--- src/rtl/zii_ac_pkg.sv ---
// Shared constants, state encodings and helpers for the
// Zorro II AutoConfig host (E8xxxx enumeration).
package zii_ac_pkg;

    localparam logic [7:0] AC_E8_BASE = 8'hE8;

    localparam logic [5:0] IDX_TYPE    = 6'h00;
    localparam logic [5:0] IDX_SIZE    = 6'h01;
    localparam logic [5:0] IDX_PROD    = 6'h02;
    localparam logic [5:0] IDX_MFG     = 6'h08;
    localparam logic [5:0] IDX_ROMVEC  = 6'h14;
    localparam logic [5:0] IDX_BASE_HI = 6'h24;
    localparam logic [5:0] IDX_BASE_LO = 6'h25;
    localparam logic [5:0] IDX_SHUTUP  = 6'h26;

    localparam logic [8:0] SPACE_LO = 9'h020;
    localparam logic [8:0] SPACE_HI = 9'h0A0;

    typedef enum logic [1:0] {
        B_IDLE,
        B_ADDR,
        B_STRB,
        B_REL
    } bus_state_e;

    typedef enum logic [2:0] {
        S_IDLE,
        S_RD_ROM,
        S_DECIDE,
        S_WR_LO,
        S_WR_HI,
        S_SHUTUP,
        S_REPORT,
        S_FIN
    } ac_state_e;

    // Board size in 64 KB units from er_type[2:0].
    function automatic logic [8:0] size_units(input logic [2:0] code);
        logic [8:0] u;
        unique case (code)
            3'd0: u = 9'd128;
            3'd1: u = 9'd1;
            3'd2: u = 9'd2;
            3'd3: u = 9'd4;
            3'd4: u = 9'd8;
            3'd5: u = 9'd16;
            3'd6: u = 9'd32;
            3'd7: u = 9'd64;
        endcase
        return u;
    endfunction

    // ROM read sequence: 00-03 type/prod, 08-0B mfg, 14-17 rom vector.
    function automatic logic [5:0] rom_idx(input logic [3:0] step);
        logic [5:0] idx;
        unique case (step[3:2])
            2'd0:    idx = IDX_TYPE | {4'b0, step[1:0]};
            2'd1:    idx = IDX_MFG | {4'b0, step[1:0]};
            2'd2:    idx = IDX_ROMVEC | {4'b0, step[1:0]};
            default: idx = IDX_TYPE;
        endcase
        return idx;
    endfunction

endpackage

--- src/rtl/zii_bus_cycle.sv ---
// Single Zorro II bus access into $E8xxxx: ADDR -> STRB -> REL,
// started by req_i in idle and finished by a 1-clk ack_o.
module zii_bus_cycle
    import zii_ac_pkg::*;
#(
    parameter int WAIT_CYCLES = 2,
    parameter int IDLE_CYCLES = 1
) (
    input  logic        clk_i,
    input  logic        rst_ni,
    input  logic        req_i,
    input  logic        we_i,
    input  logic [5:0]  idx_i,
    input  logic [3:0]  wdata_i,
    input  logic [3:0]  d_i,
    output logic        ack_o,
    output logic [3:0]  rdata_o,
    output logic        as_n_o,
    output logic        ds_n_o,
    output logic        rw_n_o,
    output logic [23:1] a_o,
    output logic [3:0]  d_o,
    output logic        d_oe_o
);

    localparam logic [7:0] WAIT_LAST = 8'(WAIT_CYCLES - 1);
    localparam logic [7:0] IDLE_LAST = 8'(IDLE_CYCLES - 1);

    bus_state_e state_q, state_d;
    logic [7:0] cnt_q, cnt_d;
    logic [5:0] idx_q, idx_d;
    logic       we_q, we_d;
    logic [3:0] wdata_q, wdata_d;
    logic [3:0] rdata_q, rdata_d;
    logic       active;

    // Access state and latched request; reset drops the bus at once.
    always_ff @(posedge clk_i) begin
        if (!rst_ni) begin
            state_q <= B_IDLE;
            cnt_q   <= 8'h0;
            idx_q   <= 6'h0;
            we_q    <= 1'b0;
            wdata_q <= 4'h0;
            rdata_q <= 4'h0;
        end else begin
            state_q <= state_d;
            cnt_q   <= cnt_d;
            idx_q   <= idx_d;
            we_q    <= we_d;
            wdata_q <= wdata_d;
            rdata_q <= rdata_d;
        end
    end

    // Access sequencing; read data captured on the last strobe clock.
    always_comb begin
        state_d = state_q;
        cnt_d   = cnt_q;
        idx_d   = idx_q;
        we_d    = we_q;
        wdata_d = wdata_q;
        rdata_d = rdata_q;
        ack_o   = 1'b0;
        unique case (state_q)
            B_IDLE: begin
                if (req_i) begin
                    idx_d   = idx_i;
                    we_d    = we_i;
                    wdata_d = wdata_i;
                    state_d = B_ADDR;
                end
            end
            B_ADDR: begin
                cnt_d   = 8'h0;
                state_d = B_STRB;
            end
            B_STRB: begin
                if (cnt_q == WAIT_LAST) begin
                    cnt_d   = 8'h0;
                    state_d = B_REL;
                    if (!we_q) rdata_d = d_i;
                end else begin
                    cnt_d = cnt_q + 8'd1;
                end
            end
            B_REL: begin
                if (cnt_q == IDLE_LAST) begin
                    ack_o   = 1'b1;
                    state_d = B_IDLE;
                end else begin
                    cnt_d = cnt_q + 8'd1;
                end
            end
        endcase
    end

    assign active  = (state_q != B_IDLE);
    assign as_n_o  = (state_q != B_STRB);
    assign ds_n_o  = (state_q != B_STRB);
    assign rw_n_o  = !(active && we_q);
    assign d_oe_o  = active && we_q;
    assign d_o     = d_oe_o ? wdata_q : 4'h0;
    assign a_o     = active ? {AC_E8_BASE, 9'h000, idx_q} : 23'h0;
    assign rdata_o = rdata_q;

endmodule

--- src/rtl/autoconfig_zii_host.sv ---
// Zorro II AutoConfig enumerator: reads each board ROM and assigns
// a base or shuts it up. Option macro: AC_ROMVEC_EN.
module autoconfig_zii_host
    import zii_ac_pkg::*;
#(
    parameter int WAIT_CYCLES = 2,
    parameter int IDLE_CYCLES = 1,
    parameter int MAX_BOARDS  = 8
) (
    input  logic         C7M,
    input  logic         RESET_n,
    input  logic         START,
    output logic         BUSY,
    output logic         DONE,
    output logic         OVERFLOW,
    output logic [3:0]   BOARD_COUNT,
    output logic         AS_n,
    output logic         DS_n,
    output logic         RW_n,
    output logic [23:1]  A_OUT,
    output logic [15:12] D_OUT,
    output logic         D_OE,
    input  logic [15:12] D_IN,
    output logic         REC_VALID,
    output logic [15:0]  REC_MFG,
    output logic [7:0]   REC_PROD,
    output logic [7:0]   REC_TYPE,
    output logic [7:0]   REC_BASE,
    output logic         REC_SHUTUP
`ifdef AC_ROMVEC_EN
    ,
    output logic [15:0]  REC_ROMVEC
`endif
);

    localparam logic [3:0] MAX_CNT = 4'(MAX_BOARDS);

    ac_state_e  state_q, state_d;
    logic [3:0] step_q, step_d;
    logic [7:0] type_q, type_d;
    logic [7:0] prod_q, prod_d;
    logic [15:0] mfg_q, mfg_d;
    logic [7:0] base_q, base_d;
    logic       shut_q, shut_d;
    logic [8:0] ptr_q, ptr_d;
    logic [3:0] count_q, count_d;
    logic       done_q, done_d;
    logic       ovf_q, ovf_d;
    logic       rv_q, rv_d;
    logic [15:0] rmfg_q, rmfg_d;
    logic [7:0] rprod_q, rprod_d;
    logic [7:0] rtype_q, rtype_d;
    logic [7:0] rbase_q, rbase_d;
    logic       rshut_q, rshut_d;
`ifdef AC_ROMVEC_EN
    logic [15:0] romvec_q, romvec_d;
    logic [15:0] rromvec_q, rromvec_d;
`endif

    logic       req, we, ack, rv_more;
    logic [5:0] idx;
    logic [3:0] wdata, rdata;
    logic [8:0] size_w, off_w, aligned_w, end_w;

    zii_bus_cycle #(
        .WAIT_CYCLES(WAIT_CYCLES),
        .IDLE_CYCLES(IDLE_CYCLES)
    ) u_bus (
        .clk_i  (C7M),
        .rst_ni (RESET_n),
        .req_i  (req),
        .we_i   (we),
        .idx_i  (idx),
        .wdata_i(wdata),
        .d_i    (D_IN),
        .ack_o  (ack),
        .rdata_o(rdata),
        .as_n_o (AS_n),
        .ds_n_o (DS_n),
        .rw_n_o (RW_n),
        .a_o    (A_OUT),
        .d_o    (D_OUT),
        .d_oe_o (D_OE)
    );

`ifdef AC_ROMVEC_EN
    assign rv_more = type_q[4];
`else
    assign rv_more = 1'b0;
`endif

    // Alignment is counted from the start of the space, so large
    // boards still land at $200000.
    assign size_w    = size_units(type_q[2:0]);
    assign off_w     = ptr_q - SPACE_LO;
    assign aligned_w = ((off_w + size_w - 9'd1) & ~(size_w - 9'd1)) + SPACE_LO;
    assign end_w     = aligned_w + size_w;

    // Enumeration state, allocator and report registers.
    always_ff @(posedge C7M) begin
        if (!RESET_n) begin
            state_q <= S_IDLE;
            step_q  <= 4'h0;
            type_q  <= 8'h0;
            prod_q  <= 8'h0;
            mfg_q   <= 16'h0;
            base_q  <= 8'h0;
            shut_q  <= 1'b0;
            ptr_q   <= SPACE_LO;
            count_q <= 4'h0;
            done_q  <= 1'b0;
            ovf_q   <= 1'b0;
            rv_q    <= 1'b0;
            rmfg_q  <= 16'h0;
            rprod_q <= 8'h0;
            rtype_q <= 8'h0;
            rbase_q <= 8'h0;
            rshut_q <= 1'b0;
`ifdef AC_ROMVEC_EN
            romvec_q  <= 16'h0;
            rromvec_q <= 16'h0;
`endif
        end else begin
            state_q <= state_d;
            step_q  <= step_d;
            type_q  <= type_d;
            prod_q  <= prod_d;
            mfg_q   <= mfg_d;
            base_q  <= base_d;
            shut_q  <= shut_d;
            ptr_q   <= ptr_d;
            count_q <= count_d;
            done_q  <= done_d;
            ovf_q   <= ovf_d;
            rv_q    <= rv_d;
            rmfg_q  <= rmfg_d;
            rprod_q <= rprod_d;
            rtype_q <= rtype_d;
            rbase_q <= rbase_d;
            rshut_q <= rshut_d;
`ifdef AC_ROMVEC_EN
            romvec_q  <= romvec_d;
            rromvec_q <= rromvec_d;
`endif
        end
    end

    // Enumeration next-state, bus requests and allocation decisions.
    always_comb begin
        state_d = state_q;
        step_d  = step_q;
        type_d  = type_q;
        prod_d  = prod_q;
        mfg_d   = mfg_q;
        base_d  = base_q;
        shut_d  = shut_q;
        ptr_d   = ptr_q;
        count_d = count_q;
        done_d  = 1'b0;
        ovf_d   = ovf_q;
        rv_d    = 1'b0;
        rmfg_d  = rmfg_q;
        rprod_d = rprod_q;
        rtype_d = rtype_q;
        rbase_d = rbase_q;
        rshut_d = rshut_q;
`ifdef AC_ROMVEC_EN
        romvec_d  = romvec_q;
        rromvec_d = rromvec_q;
`endif
        req   = 1'b0;
        we    = 1'b0;
        idx   = rom_idx(step_q);
        wdata = 4'h0;
        unique case (state_q)
            S_IDLE: begin
                if (START && !done_q) begin
                    state_d = S_RD_ROM;
                    step_d  = 4'h0;
                    ptr_d   = SPACE_LO;
                    count_d = 4'h0;
                    ovf_d   = 1'b0;
`ifdef AC_ROMVEC_EN
                    romvec_d = 16'h0;
`endif
                end
            end
            S_RD_ROM: begin
                req = 1'b1;
                if (ack) begin
                    if (step_q[3]) begin
`ifdef AC_ROMVEC_EN
                        romvec_d = {romvec_q[11:0], ~rdata};
`endif
                    end else if (step_q[2]) begin
                        mfg_d = {mfg_q[11:0], ~rdata};
                    end else if (step_q[1]) begin
                        prod_d = {prod_q[3:0], ~rdata};
                    end else begin
                        type_d = {type_q[3:0], rdata};
                    end
                    // All-ones type: nobody is driving the bus.
                    if (step_q == 4'd1 && type_q[3:0] == 4'hF
                        && rdata == 4'hF) begin
                        state_d = S_FIN;
                    end else if ((step_q == 4'd7 && !rv_more)
                                 || step_q == 4'd11) begin
                        state_d = S_DECIDE;
                    end else begin
                        step_d = step_q + 4'd1;
                    end
                end
            end
            S_DECIDE: begin
                if (mfg_q == 16'h0) begin
                    state_d = S_FIN;
                end else if (type_q[7:6] != 2'b11 || end_w > SPACE_HI) begin
                    base_d  = 8'h0;
                    shut_d  = 1'b1;
                    state_d = S_SHUTUP;
                end else begin
                    base_d  = aligned_w[7:0];
                    shut_d  = 1'b0;
                    ptr_d   = end_w;
                    state_d = S_WR_LO;
                end
            end
            S_WR_LO: begin
                req   = 1'b1;
                we    = 1'b1;
                idx   = IDX_BASE_LO;
                wdata = base_q[3:0];
                if (ack) state_d = S_WR_HI;
            end
            S_WR_HI: begin
                req   = 1'b1;
                we    = 1'b1;
                idx   = IDX_BASE_HI;
                wdata = base_q[7:4];
                if (ack) state_d = S_REPORT;
            end
            S_SHUTUP: begin
                req   = 1'b1;
                we    = 1'b1;
                idx   = IDX_SHUTUP;
                if (ack) state_d = S_REPORT;
            end
            S_REPORT: begin
                rv_d    = 1'b1;
                rmfg_d  = mfg_q;
                rprod_d = prod_q;
                rtype_d = type_q;
                rbase_d = base_q;
                rshut_d = shut_q;
`ifdef AC_ROMVEC_EN
                rromvec_d = romvec_q;
                romvec_d  = 16'h0;
`endif
                count_d = count_q + 4'd1;
                step_d  = 4'h0;
                state_d = (count_d == MAX_CNT) ? S_FIN : S_RD_ROM;
            end
            S_FIN: begin
                done_d  = 1'b1;
                ovf_d   = (count_q == MAX_CNT);
                state_d = S_IDLE;
            end
            default: state_d = S_IDLE;
        endcase
    end

    assign BUSY        = (state_q != S_IDLE);
    assign DONE        = done_q;
    assign OVERFLOW    = ovf_q;
    assign BOARD_COUNT = count_q;
    assign REC_VALID   = rv_q;
    assign REC_MFG     = rmfg_q;
    assign REC_PROD    = rprod_q;
    assign REC_TYPE    = rtype_q;
    assign REC_BASE    = rbase_q;
    assign REC_SHUTUP  = rshut_q;
`ifdef AC_ROMVEC_EN
    assign REC_ROMVEC  = rromvec_q;
`endif

endmodule
--- config.mk ---
export PLATFORM = sky130hd
export DESIGN_NAME = autoconfig_zii_host
export DESIGN_NICKNAME = d
export VERILOG_FILES = /design/src/rtl/zii_ac_pkg.sv /design/src/rtl/zii_bus_cycle.sv /design/src/rtl/autoconfig_zii_host.sv
export SDC_FILE = /design/constraint.sdc
export NUM_CORES = 1
export LEC_CHECK = 0
export CORE_UTILIZATION = 30
export CTS_CLUSTER_DIAMETER = 60
export DETAILED_ROUTE_END_ITERATION = 12
export GPL_TIMING_DRIVEN = 0
export SETUP_SLACK_MARGIN = 0.02
export SKIP_LAST_GASP = 1
export SYNTH_ARGS = -nofsm -noshare
export SYNTH_HDL_FRONTEND = slang
export SYNTH_SLANG_ARGS = --single-unit
--- constraint.sdc ---
create_clock -name C7M -period 9.7 [get_ports C7M]
set_clock_uncertainty 0.2 [all_clocks]
set_input_delay 1.94 -clock C7M [delete_from_list [all_inputs] [get_ports C7M]]
set_output_delay 1.94 -clock C7M [all_outputs]
set_load 0.05 [all_outputs]
## Yosys cells after proc, flatten, opt, wreduce, memory -nomap -nowiden

Memory sizes are Yosys's and may differ from the RTL's. A register that Yosys moved wholly into a read port is not among the register bits.
Index checks and enable logic that the tools add are counted.

| word-level totals | value |
|---|---|
| register bits after elaboration | 130 |
| memory bits (read-only) | 64 |
| bits of input ports | 7 |
| output and inout bits | 80 |
| logic and storage cells | 157 |
| memories | 1 |

Memories:

| name | words | width | read ports | clocked after memory_dff | wr ports | RTL line | RTL |
|---|---|---|---|---|---|---|---|
| (name not given) | 8 | 8 | 1 | 1 | 0 | zii_ac_pkg.sv:40 | `unique case (code)` |

| operators by class | value |
|---|---|
| add/sub/neg operators | 9 |
| $lt $le $gt $ge | 1 |
| eq/ne operators | 35 |
| muxes and demuxes | 44 |
| bitwise operators | 8 |
| reduce and logical (&&, ||, !) cells | 36 |

Operators by type and width:

| cell | count |
|---|---|
| $mux W3 | 11 |
| $mux W9 | 3 |
| $mux W8 | 3 |
| $pmux W8 S3 | 1 |
| $mux W23 | 1 |
| $ne A2 B2 Y1 const B | 11 |
| $pmux W3 S7 | 1 |
| $eq A4 B4 Y1 const B | 5 |
| $mux W4 | 5 |
| $reduce_and A5 Y1 | 4 |
| $add A9 B9 Y9 | 2 |
| $pmux W6 S3 | 1 |
| $pmux W9 S2 | 1 |
| $sub A9 B1 Y9 const B | 2 |
| $logic_not A16 Y1 | 1 |
| $pmux W4 S2 | 2 |
| $pmux W5 S3 | 1 |
| $eq A3 B3 Y1 const B | 4 |
| $pmux W4 S3 | 1 |
| $reduce_and A2 Y1 | 5 |
| $add A9 B6 Y9 const B | 1 |
| $and A9 B9 Y9 | 1 |
| $gt A9 B8 Y1 const B | 1 |
| $not A9 Y9 | 1 |
| other kinds (31) | 64 |

## Depth between registers and ports, before layout

| depth | value |
|---|---|
| word-level depth | 11 |
| depth in mapped cells | 20 |
| gate-level depth less buffers | 17 |

## Modules after synthesis

A second synthesis with hierarchy kept.

| unflattened totals | value |
|---|---|
| cells, all modules | 813 |
| area total of the unflattened synthesis | 6,771.5 sq um |

By module, submodules not included:

| module | times used | cells each | area each (sq um) | seq. area each (sq um) |
|---|---|---|---|---|
| autoconfig_zii_host | 1 | 649 | 5,373.9 | 2,262.2 |
| zii_bus_cycle | 1 | 164 | 1,397.6 | 500.5 |

## Worst setup path after synthesis

No wires, ideal clock.

| timing | value |
|---|---|
| path kind | flip-flop to flip-flop |
| start point | register size_w[1] (netlist name) |
| end point | register ptr_q[0] |
| setup time | 0.132 ns |
| data arrival time | 4.318 ns |
| data required time | 9.368 ns |
| setup slack | 5.050 ns |
| stages on the path, launching flop included | 21 |
| path buffers | 3 |
| clock period less this slack | 4.650 ns |
| cells stage by stage | dfxtp_1 -> inv_1 -> ha_1 -> inv_1 -> ha_1 -> fa_1 -> a211o_1 -> and3_4 -> buf_6 -> a211oi_2 -> ha_1 -> xnor2_1 -> ha_1 -> nand2_1 -> a311oi_1 -> nor4b_1 -> or4_1 -> buf_6 -> buf_6 -> nand4_1 -> o211ai_1 |

| on the way | value |
|---|---|
| longest elaborated chain between the ends | 9 |
| elaborated cells on any way between the ends | 11 |
| classes of those cells | 5 x add/sub; 1 x order compare; 1 x eq/ne; 2 x bitwise; 2 x reduce/logical |

Ends and longest elaborated chain:

| element | RTL line | RTL |
|---|---|---|
| $add A9 B9 Y9 or $sub A9 B1 Y9 (tied branches) | autoconfig_zii_host.sv:96 | `assign aligned_w = ((off_w + size_w - 9'd1) & ~(size_w - 9'd1)) + SPACE_LO;` |
| $sub A9 B1 Y9 or $not A9 Y9 (tied branches) | autoconfig_zii_host.sv:96 |  |
| $and A9 B9 Y9 | autoconfig_zii_host.sv:96 |  |
| $add A9 B6 Y9 | autoconfig_zii_host.sv:96 |  |
| $add A9 B9 Y9 * | autoconfig_zii_host.sv:97 | `assign end_w = aligned_w + size_w;` |
| $gt A9 B8 Y1 * | autoconfig_zii_host.sv:217 | `end else if (type_q[7:6] != 2'b11 \|\| end_w > SPACE_HI) begin` |
| $logic_or A1 B1 Y1 * | autoconfig_zii_host.sv:217 |  |
| $ne A2 B2 Y1 (no line) * | - |  |
| $reduce_and A4 Y1 (no line) * | - |  |
| end signal, assigned | autoconfig_zii_host.sv:131 | `ptr_q <= ptr_d;` |
| end, declared | autoconfig_zii_host.sv:45 | `logic [8:0] ptr_q, ptr_d;` |

Mark *: on every way between the ends. The rest lies on a longest branch, timed or not.
A chain may end at the register's enable or synchronous reset.

## Worst setup path after layout

| timing | value |
|---|---|
| start point | register size_w[1] (netlist name) |
| end point | register ptr_q[6] |

| on the way | value |
|---|---|
| longest elaborated chain between the ends | 9 |
| elaborated cells on any way between the ends | 14 |
| classes of those cells | 5 x add/sub; 1 x order compare; 1 x eq/ne; 3 x mux; 2 x bitwise; 2 x reduce/logical |

Ends and longest elaborated chain:

| element | RTL line |
|---|---|
| $add A9 B9 Y9 or $sub A9 B1 Y9 (tied branches) | autoconfig_zii_host.sv:96 |
| $sub A9 B1 Y9 or $not A9 Y9 (tied branches) | autoconfig_zii_host.sv:96 |
| $and A9 B9 Y9 | autoconfig_zii_host.sv:96 |
| $add A9 B6 Y9 | autoconfig_zii_host.sv:96 |
| $add A9 B9 Y9 * | autoconfig_zii_host.sv:97 |
| $gt A9 B8 Y1 | autoconfig_zii_host.sv:217 |
| $logic_or A1 B1 Y1 | autoconfig_zii_host.sv:217 |
| $ne A2 B2 Y1 (no line) | - |
| $reduce_and A4 Y1 (no line) | - |

Mark *: on every way between the ends. The rest lies on a longest branch, timed or not. The select of a mux whose other input is x is not followed.

==> flow_summary_export.csv <==
group,metric,value,unit
timing,grt_setup_unrepaired,"false",
pwr,netSwitchingPower,0.463,mW
floorplanning,die_y,154,µm
finish,n_fill_cell,2344,
setup_path,startpoint_type,"flop",
cts,postCtsSetupRepairBufs,0,
route,drc,0,
global_route,grt_start_max_net_pins,17,
setup_path,critPathTopFamily,"adder cells",
synthesis,synth_area_leaders,"dfxtp_1, nand2_1, a21oi_1, ha_1, nor2_1",
synthesis,syn_inst,867,
setup_path,critPathLaunch,"size_w[1]$_SDFF_PP0_",
setup_path,cp_slowest_cell,"or4_1",
synthesis,synth_seq_cells,137,
pwr,power_frac_clock,0.441,
hold_path,min_to,"REC_MFG[4]$_SDFFE_PN0P_",
cts,cts_htree_levels,4,
synthesis,ys_warn_count,0,
synthesis,synth_compound_area_frac,0.161,
synthesis,synthFlopType,"dfxtp_1",
timing,period_share,0.539,
floorplanning,die_w,154,µm
setup_path,endpoint_kind,"flop",
hold_path,hold_path_class,"flop to flop",
finish,nNetsFinal,1014,
floorplanning,dieArea,0.0236,mm²
setup_path,required,9.78,ns
pwr,fin_total_pwr,1.51,mW
placed_design,port_buffers,73,
timing,slew_headroom,0.457,
route,antenna_left,0,
setup_path,regToRegSetupSlack,4.47,ns
timing,final.setup.worst_slack,4.47,ns
route,wirelength,18.5,mm
floorplanning,num_rows,55,
synthesis,syn_area_per_cell,7.95,µm²
pwr,power.share.switching,0.306,
global_route,antenna_found_initial,0,
setup_path,crit_chain,"inv_1 > ha_1 > inv_1 > ha_1 > fa_1 > a211o_1 > and3_4 > buf_6 > a211oi_2 > ha_1 > xnor2_1 > ha_1 > nand2_1 > a311oi_1 > nor4b_1 > or4_1 > buf_6 > buf_6 > nand4_1 > o211ai_1",
cts,clkTransAtPathRegs,0.06,ns
synthesis,seq_area_frac_synth,0.398,
hold_path,min_from,"REC_MFG[4]$_SDFFE_PN0P_",
cts,cts_inserted_buffers,17,
pwr,p_leak,3.22,nW
pwr,pwr-share-comb,0.175,
cts,postCtsHoldBufs,0,
outcome,status,"complete, no violations",
finish,diodes,0,
floorplanning,start_util,0.305,
timing,worst_pin_slew,0.809,ns
synthesis,yosys.area.top_type,"dfxtp_1",
timing,max_freq,0.191,GHz
synthesis,yosys.area_share.simple,0.252,
finish,areaGrowthSynthToFinish,25.2,%
synthesis,synth_fa_ha_area_frac,0.0675,
cts,clock_latency,0.42,ns
synthesis,synth_top_family_by_area,"simple AND/OR/NAND/NOR gates",
setup_path,criticalPathCategory,"flop to flop",
floorplanning,io_pins,87,
setup_path,cp_max_fo,10,
setup_path,r2r_start,"size_w[1]$_SDFF_PP0_",
global_route,grt_pass1_vias,5838,
cts,cts_sinks,137,
synthesis,synth.distinct_cells,67,
setup_path,cp_slowest_stage_delay,0.55,ns
pwr,seqPwrFrac,0.384,
synthesis,synth_most_common_cell,"nand2_1",
cts,cts_tree,"done",
setup_path,ff2ff_path_depth,20,
setup_path,cp.arrival,5.31,ns
synthesis,async_flop_share,0,
synthesis,synth_enable_flop_cells,0,
synthesis,synth_xor_area_frac,0.0267,
setup_path,path_common_cell,"ha_1",
timing,finalSetupViolations,0,
setup_path,r2r-end,"ptr_q[6]$_SDFFE_PN0P_",
route,drt-initial-drc-count,396,
floorplanning,coreArea,0.0226,mm²
cts,clockBufferDepth,2,
route,wl_per_cell,14.6,µm
placed_design,place_ws,4.46,ns
route,routed_via_density,4.94,
synthesis,syn-cell-area,0.00690,mm²
timing,maxSlewViolCount,0,
cts,cts_resized,0,
synthesis,synth_common_cells,"nand2_1, dfxtp_1, a21oi_1",
route,via_count,6266,
global_route,grt_pass1_wl,30.3,mm
global_route,grtUsageTotal,0.161,
setup_path,worst-path-buf-inv,5,
timing,finalHoldViolCount,0,
pwr,powerDensity,175,mW/mm²
job,maxCapViolCount,0,
timing,layout_min_cycle_time,5.23,ns
placed_design,detailed_place_hpwl,13.9,mm
synthesis,netlist.area_leader.share,0.398,
pwr,ir_drop,0.000119,V
hold_path,worst_hold_path.num_cells,2,
global_route,overflow,0,
finish,drive_above_1_share,0.0711,
pwr,p_int,1.05,mW
placed_design,place.gp.congestion,0.830,
route,firstDrtPassIters,5,
cts,root_buffer,"clkbuf_16",
synthesis,synthMuxAreaShare,0.0218,
timing,tns,0,ns
-- metrics by stage --
stage                      util  cells  instance area, µm²  hold WS, ns
after global placement    0.356   1237                8030        0.241
after CTS                 0.382   1269                8630        0.255
after detailed placement  0.356   1237                8030        0.246
after global routing      0.382   1269                8630        0.270
final                     0.382   1269                8630        0.254
after floorplan               -    879                6940        0.227
-- sequential cells by signal (all words and copies together) (netlist names), 2 cells and up --
name and count:
BOARD_COUNT 4, REC_BASE 8, REC_MFG 16, REC_PROD 8, REC_TYPE 8, base_q 8
mfg_q 16, prod_q 8, ptr_q 9, size_w 8, state_q 3, step_q 4
type_q 8, u_bus.cnt_q 8, u_bus.idx_q 6, u_bus.rdata_o 4, u_bus.state_q 2, u_bus.wdata_q 4
-- worst reg2reg max path, delay by kind of cell, from the launching register on --
| family | cells | cell delay [ns] |
|---|---|---|
| simple gates | 5 | 1.07 |
| fa+ha+maj | 5 | 1.52 |
| xor+xnor | 1 | 0.11 |
| flops | 1 | 0.48 |
| buf+inv | 5 | 0.57 |
| compound gates | 4 | 1.14 |
-- final cells by class --
cell class | instances | area (µm²) | share of cell area
Buffer | 62 | 329 | 0.0381
Multi-Input combinational cell | 633 | 3690 | 0.428
Sequential cell | 137 | 2740 | 0.318
Clock buffer | 17 | 425 | 0.0493
Timing Repair Buffer | 73 | 731 | 0.0846
Clock inverter | 15 | 179 | 0.0207
Tap cell | 285 | 357 | 0.0413
Inverter | 47 | 176 | 0.0204
-- cell families after synthesis --
logic type	Yosys count
other	1
AO/OA/AOI/OAI	177
buffers and inverters	109
adder cells (fa/ha/maj)	36
multiplexers	15
XOR/XNOR	21
AND/OR/NAND/NOR	371
flip-flops	137
-- worst max path at each step --
stage	to	slack (ns)	cells after the start
final	ptr_q[6]$_SDFFE_PN0P_	4.47	20
after global routing	ptr_q[2]$_SDFFE_PN0P_	4.25	20
after CTS	ptr_q[6]$_SDFFE_PN0P_	4.48	20
after detailed placement	ptr_q[6]$_SDFFE_PN0P_	4.46	20
after global placement	ptr_q[6]$_SDFFE_PN0P_	4.52	20
after floorplan	ptr_q[0]$_SDFFE_PN0P_	5.05	20
-- layer usage --
layer  track usage  up-vias  wire length, µm
met5             0        -                0
met4        0.0671        0              499
met3        0.0282       37              756
met2         0.267      145             8650
met1         0.207     2899             8610
li1              -     3185                -
-- cells in the final DEF, fill, tap and decap left out, types with 17 or more instances in the layout --
cell type	synthesis	final
dfxtp_1	137	137
nor2_1	70	70
nand4_1	26	26
inv_1	46	46
clkdlybuf4s50_1	0	73
buf_4	19	19
nor3_1	22	22
nand2_1	154	154
clkbuf_16	0	17
ha_1	34	34
o21ai_0	17	17
nand3_1	25	25
clkbuf_1	38	38
a21oi_1	95	95
-- power by group through the flow --
stage	sequential [mW]	clock [mW]	combinational (mW)
after floorplan	0.592	0	0.196
after global placement	0.594	0	0.263
after detailed placement	0.594	0	0.264
after CTS	0.582	0.677	0.265
after global routing	0.583	0.704	0.285
final	0.581	0.668	0.264
(Power assumes the default switching activity.)
